**src/rtl/msp_exec_unit_if.sv**
```systemverilog
// Issue/result bus between the core controller and msp_exec_unit.
// The controller drives the request side and the execution unit returns
// busy/done/err, the result and the CZNV flags.
interface msp_exec_unit_if #(
   parameter int WIDTH = 8
);
   logic             start;
   logic [3:0]       op;
   logic [WIDTH-1:0] a;
   logic [WIDTH-1:0] b;
   logic             set_flags;
   logic             busy;
   logic             done;
   logic             err;
   logic [WIDTH-1:0] result;
   logic             C;
   logic             Z;
   logic             N;
   logic             V;

   modport master (
      output start, op, a, b, set_flags,
      input  busy, done, err, result, C, Z, N, V
   );

   modport slave (
      input  start, op, a, b, set_flags,
      output busy, done, err, result, C, Z, N, V
   );
endinterface

```
**src/rtl/msp_exec_unit.sv**
```systemverilog
// Multicycle WIDTH-generic execution unit: single-cycle ALU ops, iterative
// one-bit-per-cycle shifts/rotate and a shift-add multiplier. One operation
// is issued through start/busy/done; result and CZNV are registered and only
// change on the cycle that raises done. RUN low freezes every register.
module msp_exec_unit #(
   parameter int WIDTH  = 8,
   parameter bit MUL_EN = 1'b1
) (
   input logic            clk,
   input logic            RESET_N,
   input logic            RUN,
   msp_exec_unit_if.slave bus
);
   localparam int SW  = $clog2(WIDTH);
   localparam int CW  = SW + 1;
   localparam int MSB = WIDTH - 1;

   localparam logic [3:0] OP_ADD = 4'd0;
   localparam logic [3:0] OP_SUB = 4'd1;
   localparam logic [3:0] OP_AND = 4'd2;
   localparam logic [3:0] OP_ORR = 4'd3;
   localparam logic [3:0] OP_XOR = 4'd4;
   localparam logic [3:0] OP_MOV = 4'd5;
   localparam logic [3:0] OP_LSL = 4'd6;
   localparam logic [3:0] OP_LSR = 4'd7;
   localparam logic [3:0] OP_ASR = 4'd8;
   localparam logic [3:0] OP_ROR = 4'd9;
   localparam logic [3:0] OP_MUL = 4'd10;
   localparam logic [3:0] OP_CMP = 4'd11;

   typedef enum logic [1:0] {
      IDLE = 2'd0,
      EXEC = 2'd1,
      DONE = 2'd2
   } state_t;

   state_t           state_r;
   logic [3:0]       op_r;
   logic [WIDTH-1:0] a_r;
   logic [WIDTH-1:0] b_r;      // operand B; low product half during MUL
   logic [WIDTH-1:0] acc_r;    // shift working value; high product half during MUL
   logic             sf_r;
   logic             do_shift_r;
   logic             carry_r;  // last bit shifted out
   logic [CW-1:0]    cnt_r;    // remaining iteration steps

   logic [SW-1:0]    shamt_s;
   logic [CW-1:0]    k_s;
   logic [WIDTH-1:0] step_acc_s;
   logic [WIDTH-1:0] step_b_s;
   logic             step_c_s;
   logic [WIDTH:0]   mul_sum_s;
   logic [WIDTH:0]   sum_s;
   logic [WIDTH:0]   diff_s;
   logic [WIDTH-1:0] res_s;
   logic [WIDTH-1:0] nz_src_s;
   logic             c_s;
   logic             v_s;
   logic             legal_s;

   // Iteration count for the request on the bus: one step per shift bit, WIDTH for MUL.
   always_comb begin
      shamt_s = bus.b[SW-1:0];
      case (bus.op)
         OP_LSL, OP_LSR, OP_ASR, OP_ROR: begin
            if (shamt_s == {SW{1'b0}}) begin
               k_s = CW'(1);
            end else begin
               k_s = CW'(shamt_s);
            end
         end
         OP_MUL: begin
            if (MUL_EN) begin
               k_s = CW'(WIDTH);
            end else begin
               k_s = CW'(1);
            end
         end
         default: k_s = CW'(1);
      endcase
   end

   // One iteration step: shift/rotate one bit, or one shift-add multiply step.
   always_comb begin
      step_acc_s = acc_r;
      step_b_s   = b_r;
      step_c_s   = carry_r;
      mul_sum_s  = {1'b0, acc_r};
      case (op_r)
         OP_LSL: begin
            if (do_shift_r) begin
               step_acc_s = {acc_r[MSB-1:0], 1'b0};
               step_c_s   = acc_r[MSB];
            end else begin
               step_acc_s = acc_r;
            end
         end
         OP_LSR: begin
            if (do_shift_r) begin
               step_acc_s = {1'b0, acc_r[MSB:1]};
               step_c_s   = acc_r[0];
            end else begin
               step_acc_s = acc_r;
            end
         end
         OP_ASR: begin
            if (do_shift_r) begin
               step_acc_s = {acc_r[MSB], acc_r[MSB:1]};
               step_c_s   = acc_r[0];
            end else begin
               step_acc_s = acc_r;
            end
         end
         OP_ROR: begin
            if (do_shift_r) begin
               step_acc_s = {acc_r[0], acc_r[MSB:1]};
               step_c_s   = acc_r[0];
            end else begin
               step_acc_s = acc_r;
            end
         end
         OP_MUL: begin
            // Multiplier bits leave b_r from the bottom while product bits enter at the top.
            if (b_r[0]) begin
               mul_sum_s = {1'b0, acc_r} + {1'b0, a_r};
            end else begin
               mul_sum_s = {1'b0, acc_r};
            end
            step_acc_s = mul_sum_s[WIDTH:1];
            step_b_s   = {mul_sum_s[0], b_r[MSB:1]};
         end
         default: step_acc_s = acc_r;
      endcase
   end

   // Final result and flag values presented when the operation completes.
   always_comb begin
      sum_s    = {1'b0, a_r} + {1'b0, b_r};
      diff_s   = {1'b0, a_r} - {1'b0, b_r};
      legal_s  = 1'b1;
      res_s    = {WIDTH{1'b0}};
      nz_src_s = {WIDTH{1'b0}};
      c_s      = bus.C;
      v_s      = bus.V;
      case (op_r)
         OP_ADD: begin
            res_s    = sum_s[MSB:0];
            nz_src_s = sum_s[MSB:0];
            c_s      = sum_s[WIDTH];
            v_s      = (a_r[MSB] == b_r[MSB]) && (sum_s[MSB] != a_r[MSB]);
         end
         OP_SUB: begin
            res_s    = diff_s[MSB:0];
            nz_src_s = diff_s[MSB:0];
            c_s      = ~diff_s[WIDTH];
            v_s      = (a_r[MSB] != b_r[MSB]) && (diff_s[MSB] != a_r[MSB]);
         end
         OP_CMP: begin
            res_s    = a_r;
            nz_src_s = diff_s[MSB:0];
            c_s      = ~diff_s[WIDTH];
            v_s      = (a_r[MSB] != b_r[MSB]) && (diff_s[MSB] != a_r[MSB]);
         end
         OP_AND: begin
            res_s    = a_r & b_r;
            nz_src_s = a_r & b_r;
         end
         OP_ORR: begin
            res_s    = a_r | b_r;
            nz_src_s = a_r | b_r;
         end
         OP_XOR: begin
            res_s    = a_r ^ b_r;
            nz_src_s = a_r ^ b_r;
         end
         OP_MOV: begin
            res_s    = b_r;
            nz_src_s = b_r;
         end
         OP_LSL, OP_LSR, OP_ASR, OP_ROR: begin
            res_s    = acc_r;
            nz_src_s = acc_r;
            // A zero shift amount moves no bit out, so carry keeps its old value.
            if (do_shift_r) begin
               c_s = carry_r;
            end else begin
               c_s = bus.C;
            end
         end
         OP_MUL: begin
            if (MUL_EN) begin
               res_s    = b_r;
               nz_src_s = b_r;
               c_s      = |acc_r;
            end else begin
               legal_s  = 1'b0;
            end
         end
         default: legal_s = 1'b0;
      endcase
   end

   // Control FSM with registered busy/done/err, result and flags; RUN low holds everything.
   always_ff @(posedge clk) begin
      if (!RESET_N) begin
         state_r    <= IDLE;
         op_r       <= 4'd0;
         a_r        <= {WIDTH{1'b0}};
         b_r        <= {WIDTH{1'b0}};
         acc_r      <= {WIDTH{1'b0}};
         sf_r       <= 1'b0;
         do_shift_r <= 1'b0;
         carry_r    <= 1'b0;
         cnt_r      <= {CW{1'b0}};
         bus.busy   <= 1'b0;
         bus.done   <= 1'b0;
         bus.err    <= 1'b0;
         bus.result <= {WIDTH{1'b0}};
         bus.C      <= 1'b0;
         bus.Z      <= 1'b0;
         bus.N      <= 1'b0;
         bus.V      <= 1'b0;
      end else if (RUN) begin
         case (state_r)
            IDLE: begin
               bus.done <= 1'b0;
               bus.err  <= 1'b0;
               if (bus.start) begin
                  op_r       <= bus.op;
                  a_r        <= bus.a;
                  b_r        <= bus.b;
                  sf_r       <= bus.set_flags;
                  do_shift_r <= (shamt_s != {SW{1'b0}});
                  carry_r    <= 1'b0;
                  cnt_r      <= k_s;
                  if (bus.op == OP_MUL) begin
                     acc_r <= {WIDTH{1'b0}};
                  end else begin
                     acc_r <= bus.a;
                  end
                  bus.busy <= 1'b1;
                  state_r  <= EXEC;
               end else begin
                  bus.busy <= 1'b0;
               end
            end
            EXEC: begin
               if (cnt_r != {CW{1'b0}}) begin
                  cnt_r   <= cnt_r - CW'(1);
                  acc_r   <= step_acc_s;
                  b_r     <= step_b_s;
                  carry_r <= step_c_s;
               end else begin
                  bus.result <= res_s;
                  bus.done   <= 1'b1;
                  bus.err    <= ~legal_s;
                  if (legal_s && sf_r) begin
                     bus.N <= nz_src_s[MSB];
                     bus.Z <= (nz_src_s == {WIDTH{1'b0}});
                     bus.C <= c_s;
                     bus.V <= v_s;
                  end else begin
                     bus.N <= bus.N;
                  end
                  state_r <= DONE;
               end
            end
            DONE: begin
               bus.done <= 1'b0;
               bus.err  <= 1'b0;
               bus.busy <= 1'b0;
               state_r  <= IDLE;
            end
            default: begin
               bus.busy <= 1'b0;
               state_r  <= IDLE;
            end
         endcase
      end else begin
         state_r <= state_r;
      end
   end
endmodule

```
**src/flat_wrapper.sv**
```systemverilog
// flat-port wrapper written by rule: the top's interface ports become plain ports
module msp_exec_unit_flat 
#(
   parameter int WIDTH  = 8,
   parameter bit MUL_EN = 1'b1
)
  (clk, RESET_N, RUN, bus_start, bus_op, bus_a, bus_b, bus_set_flags, bus_busy, bus_done, bus_err, bus_result, bus_C, bus_Z, bus_N, bus_V);
  msp_exec_unit_if #(.WIDTH(WIDTH)) bus_i ();
  input logic clk;
  input logic RESET_N;
  input logic RUN;
  input wire logic [$bits(bus_i.start)-1:0] bus_start;
  input wire logic [$bits(bus_i.op)-1:0] bus_op;
  input wire logic [$bits(bus_i.a)-1:0] bus_a;
  input wire logic [$bits(bus_i.b)-1:0] bus_b;
  input wire logic [$bits(bus_i.set_flags)-1:0] bus_set_flags;
  output wire logic [$bits(bus_i.busy)-1:0] bus_busy;
  output wire logic [$bits(bus_i.done)-1:0] bus_done;
  output wire logic [$bits(bus_i.err)-1:0] bus_err;
  output wire logic [$bits(bus_i.result)-1:0] bus_result;
  output wire logic [$bits(bus_i.C)-1:0] bus_C;
  output wire logic [$bits(bus_i.Z)-1:0] bus_Z;
  output wire logic [$bits(bus_i.N)-1:0] bus_N;
  output wire logic [$bits(bus_i.V)-1:0] bus_V;
  assign bus_i.start = bus_start;
  assign bus_i.op = bus_op;
  assign bus_i.a = bus_a;
  assign bus_i.b = bus_b;
  assign bus_i.set_flags = bus_set_flags;
  assign bus_busy = bus_i.busy;
  assign bus_done = bus_i.done;
  assign bus_err = bus_i.err;
  assign bus_result = bus_i.result;
  assign bus_C = bus_i.C;
  assign bus_Z = bus_i.Z;
  assign bus_N = bus_i.N;
  assign bus_V = bus_i.V;
  msp_exec_unit #(.WIDTH(WIDTH), .MUL_EN(MUL_EN)) u_core (.clk(clk), .RESET_N(RESET_N), .RUN(RUN), .bus(bus_i));
endmodule
```
**config.mk**
```make
export PLATFORM = sky130hd
export DESIGN_NAME = msp_exec_unit_flat
export DESIGN_NICKNAME = d
export VERILOG_FILES = /design/src/rtl/msp_exec_unit_if.sv /design/src/rtl/msp_exec_unit.sv /design/src/flat_wrapper.sv
export SDC_FILE = /design/constraint.sdc
export NUM_CORES = 1
export LEC_CHECK = 0
export BUFFER_PORTS_ARGS = -buffer_cell sky130_fd_sc_hd__buf_2
export CORE_MARGIN = 3
export CORE_UTILIZATION = 25
export CTS_BUF_LIST = sky130_fd_sc_hd__clkbuf_4
export DETAILED_ROUTE_END_ITERATION = 6
export GPL_TIMING_DRIVEN = 0
export PLACE_DENSITY_LB_ADDON = 0.12
export SLEW_MARGIN = 20
export SYNTH_ARGS = -nofsm -noshare
export SYNTH_HDL_FRONTEND = slang
export SYNTH_SLANG_ARGS = --single-unit
```
**constraint.sdc**
```tcl
create_clock -name clk -period 3.8 [get_ports clk]
set_clock_uncertainty 0.15 [all_clocks]
set_input_delay 0.57 -clock clk [delete_from_list [all_inputs] [get_ports clk]]
set_output_delay 0.57 -clock clk [all_outputs]
set_load 0.02 [all_outputs]
```
==> results of run 1 <==
synthesized netlist by cell type (2+ instances only):
cell / instances / area share, %
a31o_2: 2 / 0.37
nand2b_1: 7 / 0.93
and3b_1: 3 / 0.56
o221a_2: 4 / 0.95
buf_6: 3 / 0.72
a31oi_1: 11 / 1.5
nand4_1: 2 / 0.27
nand2_1: 68 / 5.4
clkbuf_1: 27 / 2.1
a211oi_1: 10 / 1.6
a21oi_1: 53 / 5.6
a21bo_2: 2 / 0.42
a21boi_0: 17 / 2.7
xnor2_1: 13 / 2.4
mux2i_1: 8 / 1.7
a221o_1: 4 / 0.85
o21ai_0: 42 / 4.5
a2bb2oi_1: 2 / 0.37
nor4_1: 5 / 0.66
fa_1: 3 / 1.3
nor2_1: 41 / 3.3
o311ai_0: 3 / 0.56
ha_1: 34 / 9.0
and3_1: 4 / 0.53
a22oi_1: 16 / 2.5
a21o_1: 8 / 1.3
a22o_1: 3 / 0.56
inv_1: 36 / 2.9
nand3_1: 15 / 1.6
a221oi_1: 3 / 0.56
nand3b_1: 5 / 0.80
nor2b_1: 23 / 3.0
o211a_1: 8 / 1.7
buf_2: 13 / 1.4
o21bai_1: 6 / 0.95
a41oi_1: 2 / 0.37
nor3_1: 25 / 2.7
and2_1: 3 / 0.40
o211ai_1: 10 / 1.6
o31ai_1: 4 / 0.64
o22ai_1: 3 / 0.40
a211o_1: 4 / 0.74
nor3b_1: 4 / 0.64
dfxtp_1: 52 / 22
flip-flops by register name, indices dropped and copies added (netlist names), 2 cells and up:
signal,flops
u_core.cnt_r,4
u_core.a_r,8
u_core.acc_r,8
u_core.op_r,4
u_core.bus.result,8
u_core.b_r,8
u_core.state_r,2
tightest hold or removal path: stages:
cell,delay [ns]
buf_2,0.10
nand2_1,0.05
a21boi_0,0.07
layout make-up:
class,count,share of cell area [%]
multi-input combinational,504,63.1
tap,229,5.42
sequential,52,19.7
clock inverter,3,0.876
inverter,36,2.56
clock buffer,5,0.710
buffer,45,4.00
timing repair buffer,38,3.60
per-layer routing:
metal | track usage (%) | vias to the layer above | wire length (um)
li1 | - | 2410 | -
met1 | 26.4 | 2455 | 9450
met2 | 29.2 | 143 | 8400
met3 | 3.13 | 34 | 860
met4 | 5.40 | 0 | 502
met5 | 0 | - | 0
how the worst min path moves through the flow:
stage | slack [ns] | to | start
floorplan | 0.31 | u_core.cnt_r[2] | u_core.cnt_r[2]
global placement | 0.32 | u_core.bus.Z | u_core.bus.Z
detailed placement | 0.32 | u_core.bus.Z | u_core.bus.Z
CTS | 0.21 | u_core.a_r[6] | bus_a[6]
global route | 0.19 | u_core.a_r[6] | bus_a[6]
finish | 0.22 | u_core.a_r[6] | bus_a[6]
logic make-up after synthesis:
kind of cell,after synthesis
multiplexers,8
XOR/XNOR,14
AND/OR/NAND/NOR,214
AO/OA/AOI/OAI,231
buffers and inverters,81
flip-flops,52
adder cells (fa/ha/maj),37
through the flow:
stage / area, um2 / utilization [%]
2_1_floorplan: 4720 / -
3_3_place_gp: 5200 / 28.4
3_5_place_dp: 5200 / 28.4
4_1_cts: 5280 / 28.9
5_1_grt: 5290 / 28.9
6_report: 5290 / 28.9
cells in the final DEF, fill, tap and decap left out, types with 4 or more instances in the layout:
master	instances
nor3_1	25
o221a_2	4
xnor2_1	13
nand2_1	68
a31oi_1	11
a211oi_1	10
nor2_1	41
clkbuf_1	27
o211ai_1	10
o211a_1	8
a22oi_1	16
mux2i_1	8
nand3b_1	5
o21ai_0	42
a21oi_1	53
a221o_1	4
a211o_1	4
o21bai_1	6
inv_1	36
and3_1	4
clkbuf_4	5
nand2b_1	7
dfxtp_1	52
nor3b_1	4
o31ai_1	4
nor2b_1	23
buf_2	51
ha_1	34
nor4_1	5
nand3_1	15
a21boi_0	17
a21o_1	8
power by group through the flow:
stage | Sequential, W | Combinational [W] | Clock, W
floorplan | 0.000634 | 0.000438 | 0
global placement | 0.000650 | 0.000632 | 0
detailed placement | 0.000651 | 0.000636 | 0
global route | 0.000645 | 0.000709 | 0.000397
CTS | 0.000639 | 0.000638 | 0.000381
finish | 0.000641 | 0.000641 | 0.000370
==> flow_metrics.tcl, run 1 <==
set metrics [dict create \
    die_h_um 143 \
    switching_power_w 0.000693 \
    fin_cells 912 \
    switching_share_pct 41.9 \
    seq_area_um2 1040 \
    cts_root_buf "clkbuf_4" \
    peakVddDrop_mv 0.131 \
    crit_buf_inv 0 \
    rsz0062_at_grt "false" \
    power.density_nw_per_um2 312 \
    synthXorXnorAreaFrac_pct 2.60 \
    cts_resized 0 \
    clockBufferDepth 2 \
    crit_cells 9 \
    io_pins 40 \
    synthMuxAreaShare_pct 1.70 \
    start_util_pct 25.8 \
    synth-edff-count 0 \
    rows 49 \
    fmax_mhz 305 \
    crit_type "reg -> reg" \
    yosysSeqAreaShare_pct 22.1 \
    max_slew_margin_pct 21.7 \
    path_cells "ha_1, fa_1, a211oi_1, o21bai_1, mux2i_1, a31o_2, nand3_1, or4_1, o31ai_1" \
    post-route-period-util_pct 86.2 \
    ff2ff_setup_slack_ns 0.53 \
    core_region_area_um2 18300 \
    ys_ff_latch 52 \
    grt_pass1_wl_um 29300 \
    syn_area_per_cell_um2 7.41 \
    drc 0 \
    wl_per_cell_um 21.1 \
    worstPathArrival_ns 3.49 \
    tightest_slew_ns 1.16 \
    synth.net_count 699 \
    grt_max_degree 18 \
    area_delta_synth_final_pct 12.0 \
    status "finished, final reports clean" \
    start_kind "flip-flop" \
    reg2reg_to "u_core.bus.Z" \
    port_buffers 38 \
    drtPass1Iterations 5 \
    setup.worst_path.start "u_core.a_r[0]" \
    leakage_nw 2.12 \
    grt_pass1_vias 4933 \
    hold_viol 0 \
    hold-path-cell-count 3 \
    yosys.area_share.adder_pct 10.3 \
    synth-compound-area-share_pct 33.6 \
    route.vias.total 5042 \
    setup_tns_ns 0 \
    cts_sinks 52 \
    die_area_um2 20600 \
    ys.warnings.count 0 \
    power.share.clock_pct 22.4 \
    worstRegToRegCells 9 \
    drv_slew 0 \
    drive_above_1_share_pct 11.6 \
    critPathCapture "u_core.bus.Z" \
    clk_pin_slew_ns 0.20 \
    die_w_um 143 \
    p_int_w 0.000959 \
    postCtsHoldBufs 0 \
    seqPwrFrac_pct 38.8 \
    antenna_found_initial 0 \
    yosys.area_share.simple_pct 22.4 \
    fin_crit_ns 3.27 \
    synth_top_family_by_area "compound AO/OA/AOI/OAI gates" \
    synth-main-ff-cell "dfxtp_1" \
    vias_per_cell 5.53 \
    htree_levels 2 \
    clk_latency_ns 0.44 \
    netlist_area_um2 4720 \
    r2r-start "u_core.a_r[0]" \
    cap_violations 0 \
    multi_input_area_um2 3340 \
    cts_buffers 5 \
    fin_nets 744 \
    fin_ws_ns 0.525 \
    async_reset_ff_share_pct 0 \
    synthCells 637 \
    cts_setup_buffers 0 \
    hold_path_class "in -> reg" \
    pre_cts_slack_ns 0.637 \
    cpLargestDelayFamily "compound AO/OA/AOI/OAI gates" \
    whs_ns 0.222 \
    p_total_w 0.00165 \
    final.fill_count 2051 \
    grt_overflow 0 \
    finalSetupViolations 0 \
    cp_max_fo 5 \
    combinationalPowerShare_pct 38.8 \
    required_ns 4.02 \
    cpPeakStageDelay_ns 0.55 \
    critPathCaptureType "flip-flop" \
    dp.cells 904 \
    diodes 0 \
    ant_nets 0 \
    worst_path_max_delay_cell "or4_1" \
    ys_types 70 \
    place_congestion 0.936 \
    cts_tree "built" \
    track_usage_pct 18.7 \
    wl_um 19200 \
    hpwl_um 15000 \
    initialDrtViolationCount 320 \
]
Power figures use the tool's default switching activity.
==> inputs of run 2 (changes only) <==
GPL_TIMING_DRIVEN = unset   (was 0)
==> run 2 against run 1 <==
  * Total power shrank 5.8%
  * Cell count decreased by 3.1%
  * Wire length decreased by 7.8%
  * Critical path depth unchanged
  * Maximum frequency rose by 2.4%
  * First-iteration DRC count increased by 36%
  * Non-clock buffer count fell by 29
  * Combinational power down 3.9%
  * Via count shrank 2.4%
  * Critical endpoint unchanged
==> flow_metrics.tcl, run 2 (synthesized netlist as in run 1, its figures left out) <==
set metrics [dict create \
    ff2ff_setup_slack_ns 0.60 \
    grt_pass1_wl_um 27600 \
    fin_crit_ns 3.20 \
    io_pins 40 \
    grt_pass1_vias 4726 \
    setup_tns_ns 0 \
    leakage_nw 2.07 \
    cts_tree "built" \
    htree_levels 2 \
    die_w_um 143 \
    combinationalPowerShare_pct 39.6 \
    drtPass1Iterations 5 \
    ant_nets 0 \
    grt_max_degree 54 \
    wl_per_cell_um 20.1 \
    p_int_w 0.000891 \
    hold_viol 0 \
    cts_sinks 52 \
    power.share.clock_pct 18.6 \
    worstRegToRegCells 9 \
    worst_path_max_delay_cell "or4_1" \
    status "finished, final reports clean" \
    fin_cells 884 \
    tightest_slew_ns 1.04 \
    place_congestion 0.848 \
    p_total_w 0.00156 \
    final.fill_count 2033 \
    clk_pin_slew_ns 0.18 \
    reg2reg_to "u_core.bus.Z" \
    cpPeakStageDelay_ns 0.53 \
    seqPwrFrac_pct 41.8 \
    start_kind "flip-flop" \
    power.density_nw_per_um2 300 \
    start_util_pct 25.8 \
    hpwl_um 13600 \
    hold-path-cell-count 3 \
    switching_share_pct 42.7 \
    path_cells "ha_1, fa_1, a211oi_1, o21bai_1, mux2i_1, a31o_2, nand3_1, or4_1, o31ai_1" \
    r2r-start "u_core.b_r[0]" \
    fmax_mhz 313 \
    max_slew_margin_pct 30.5 \
    finalSetupViolations 0 \
    drv_slew 0 \
    worstHoldEndpoint "u_core.a_r[3]" \
    switching_power_w 0.000664 \
    die_area_um2 20600 \
    crit_buf_inv 0 \
    rsz0062_at_grt "false" \
    dp.cells 875 \
    antenna_found_initial 1 \
    vias_per_cell 5.57 \
    cpLargestDelayFamily "compound AO/OA/AOI/OAI gates" \
    track_usage_pct 17.3 \
    fin_util_pct 28.3 \
    required_ns 4.00 \
    grt_overflow 0 \
    worstPathArrival_ns 3.40 \
    cts_root_buf "clkbuf_4" \
    initialDrtViolationCount 436 \
    fin_nets 715 \
    route.vias.total 4920 \
    cts_buffers 5 \
    wl_um 17700 \
    area_delta_synth_final_pct 9.68 \
    critPathCaptureType "flip-flop" \
    post-route-period-util_pct 84.2 \
    crit_type "reg -> reg" \
    peakVddDrop_mv 0.131 \
    cts_setup_buffers 0 \
    cp_max_fo 12 \
    core_region_area_um2 18300 \
    drive_above_1_share_pct 12.1 \
    rows 49 \
    most-common-layout-cells "nand2_1 (68), a21oi_1 (53), dfxtp_1 (52), o21ai_0 (42), nor2_1 (41)" \
    port_buffers 39 \
    cts_resized 0 \
    clockBufferDepth 2 \
    drc 0 \
    hp-start "bus_a[3]" \
    postCtsHoldBufs 0 \
    die_h_um 143 \
    clk_latency_ns 0.43 \
    final_common_cell "nand2_1" \
    hold_path_class "in -> reg" \
    cap_violations 0 \
]
## run 2: area by class of cell
| cell class | instances | area (um2) | share of cell area (%) |
|---|---|---|---|
| Tap cell | 229 | 287 | 5.54 |
| Inverter | 36 | 135 | 2.61 |
| Antenna cell | 1 | 2.50 | 0.0483 |
| Sequential cell | 52 | 1040 | 20.1 |
| Clock inverter | 3 | 21.3 | 0.411 |
| Clock buffer | 5 | 37.5 | 0.725 |
| Multi-Input combinational cell | 504 | 3340 | 64.6 |
| Timing Repair Buffer | 54 | 308 | 5.95 |
## run 2: worst max-delay path by stage
stage,start,endpoint,slack (ns),cells past startpoint
after floorplan,u_core.a_r[0],u_core.bus.Z,1.11,9
after global placement,u_core.b_r[0],u_core.bus.Z,0.73,9
after detailed placement,u_core.op_r[1],u_core.acc_r[4],0.60,7
after CTS,u_core.op_r[1],u_core.acc_r[4],0.57,7
after global routing,u_core.b_r[0],u_core.bus.Z,0.38,9
final,u_core.b_r[0],u_core.bus.Z,0.60,9
## run 2: routing by layer
metal | vias up | part of all wire, % | wire length [um] | track usage, %
li1 | 2360 | - | - | -
met1 | 2383 | 49 | 8730 | 25.4
met2 | 160 | 44 | 7860 | 27.0
met3 | 17 | 5.0 | 895 | 2.23
met4 | 0 | 1.4 | 244 | 4.16
met5 | - | 0 | 0 | 0
## run 2: power by group through the flow
stage / logic, W / clock network, W / registers [W]
global route: 0.000681 / 0.000327 / 0.000658
global placement: 0.000608 / 0 / 0.000659
finish: 0.000616 / 0.000289 / 0.000650
detailed placement: 0.000612 / 0 / 0.000661
CTS: 0.000614 / 0.000302 / 0.000649
floorplan: 0.000438 / 0 / 0.000634
## run 2: through the flow
stage	area, um2	hold WS [ns]	setup WS [ns]
6_report	5180	0.226	0.601
4_1_cts	5160	0.214	0.569
3_3_place_gp	5100	0.322	0.733
3_5_place_dp	5100	0.330	0.604
5_1_grt	5180	0.200	0.381
2_1_floorplan	4720	0.312	1.11
## run 2: tightest hold or removal path, delay by kind of cell
family / cells / cell delay [ns]
simple gates: 1 / 0.04
compound gates: 1 / 0.06
buf+inv: 1 / 0.11
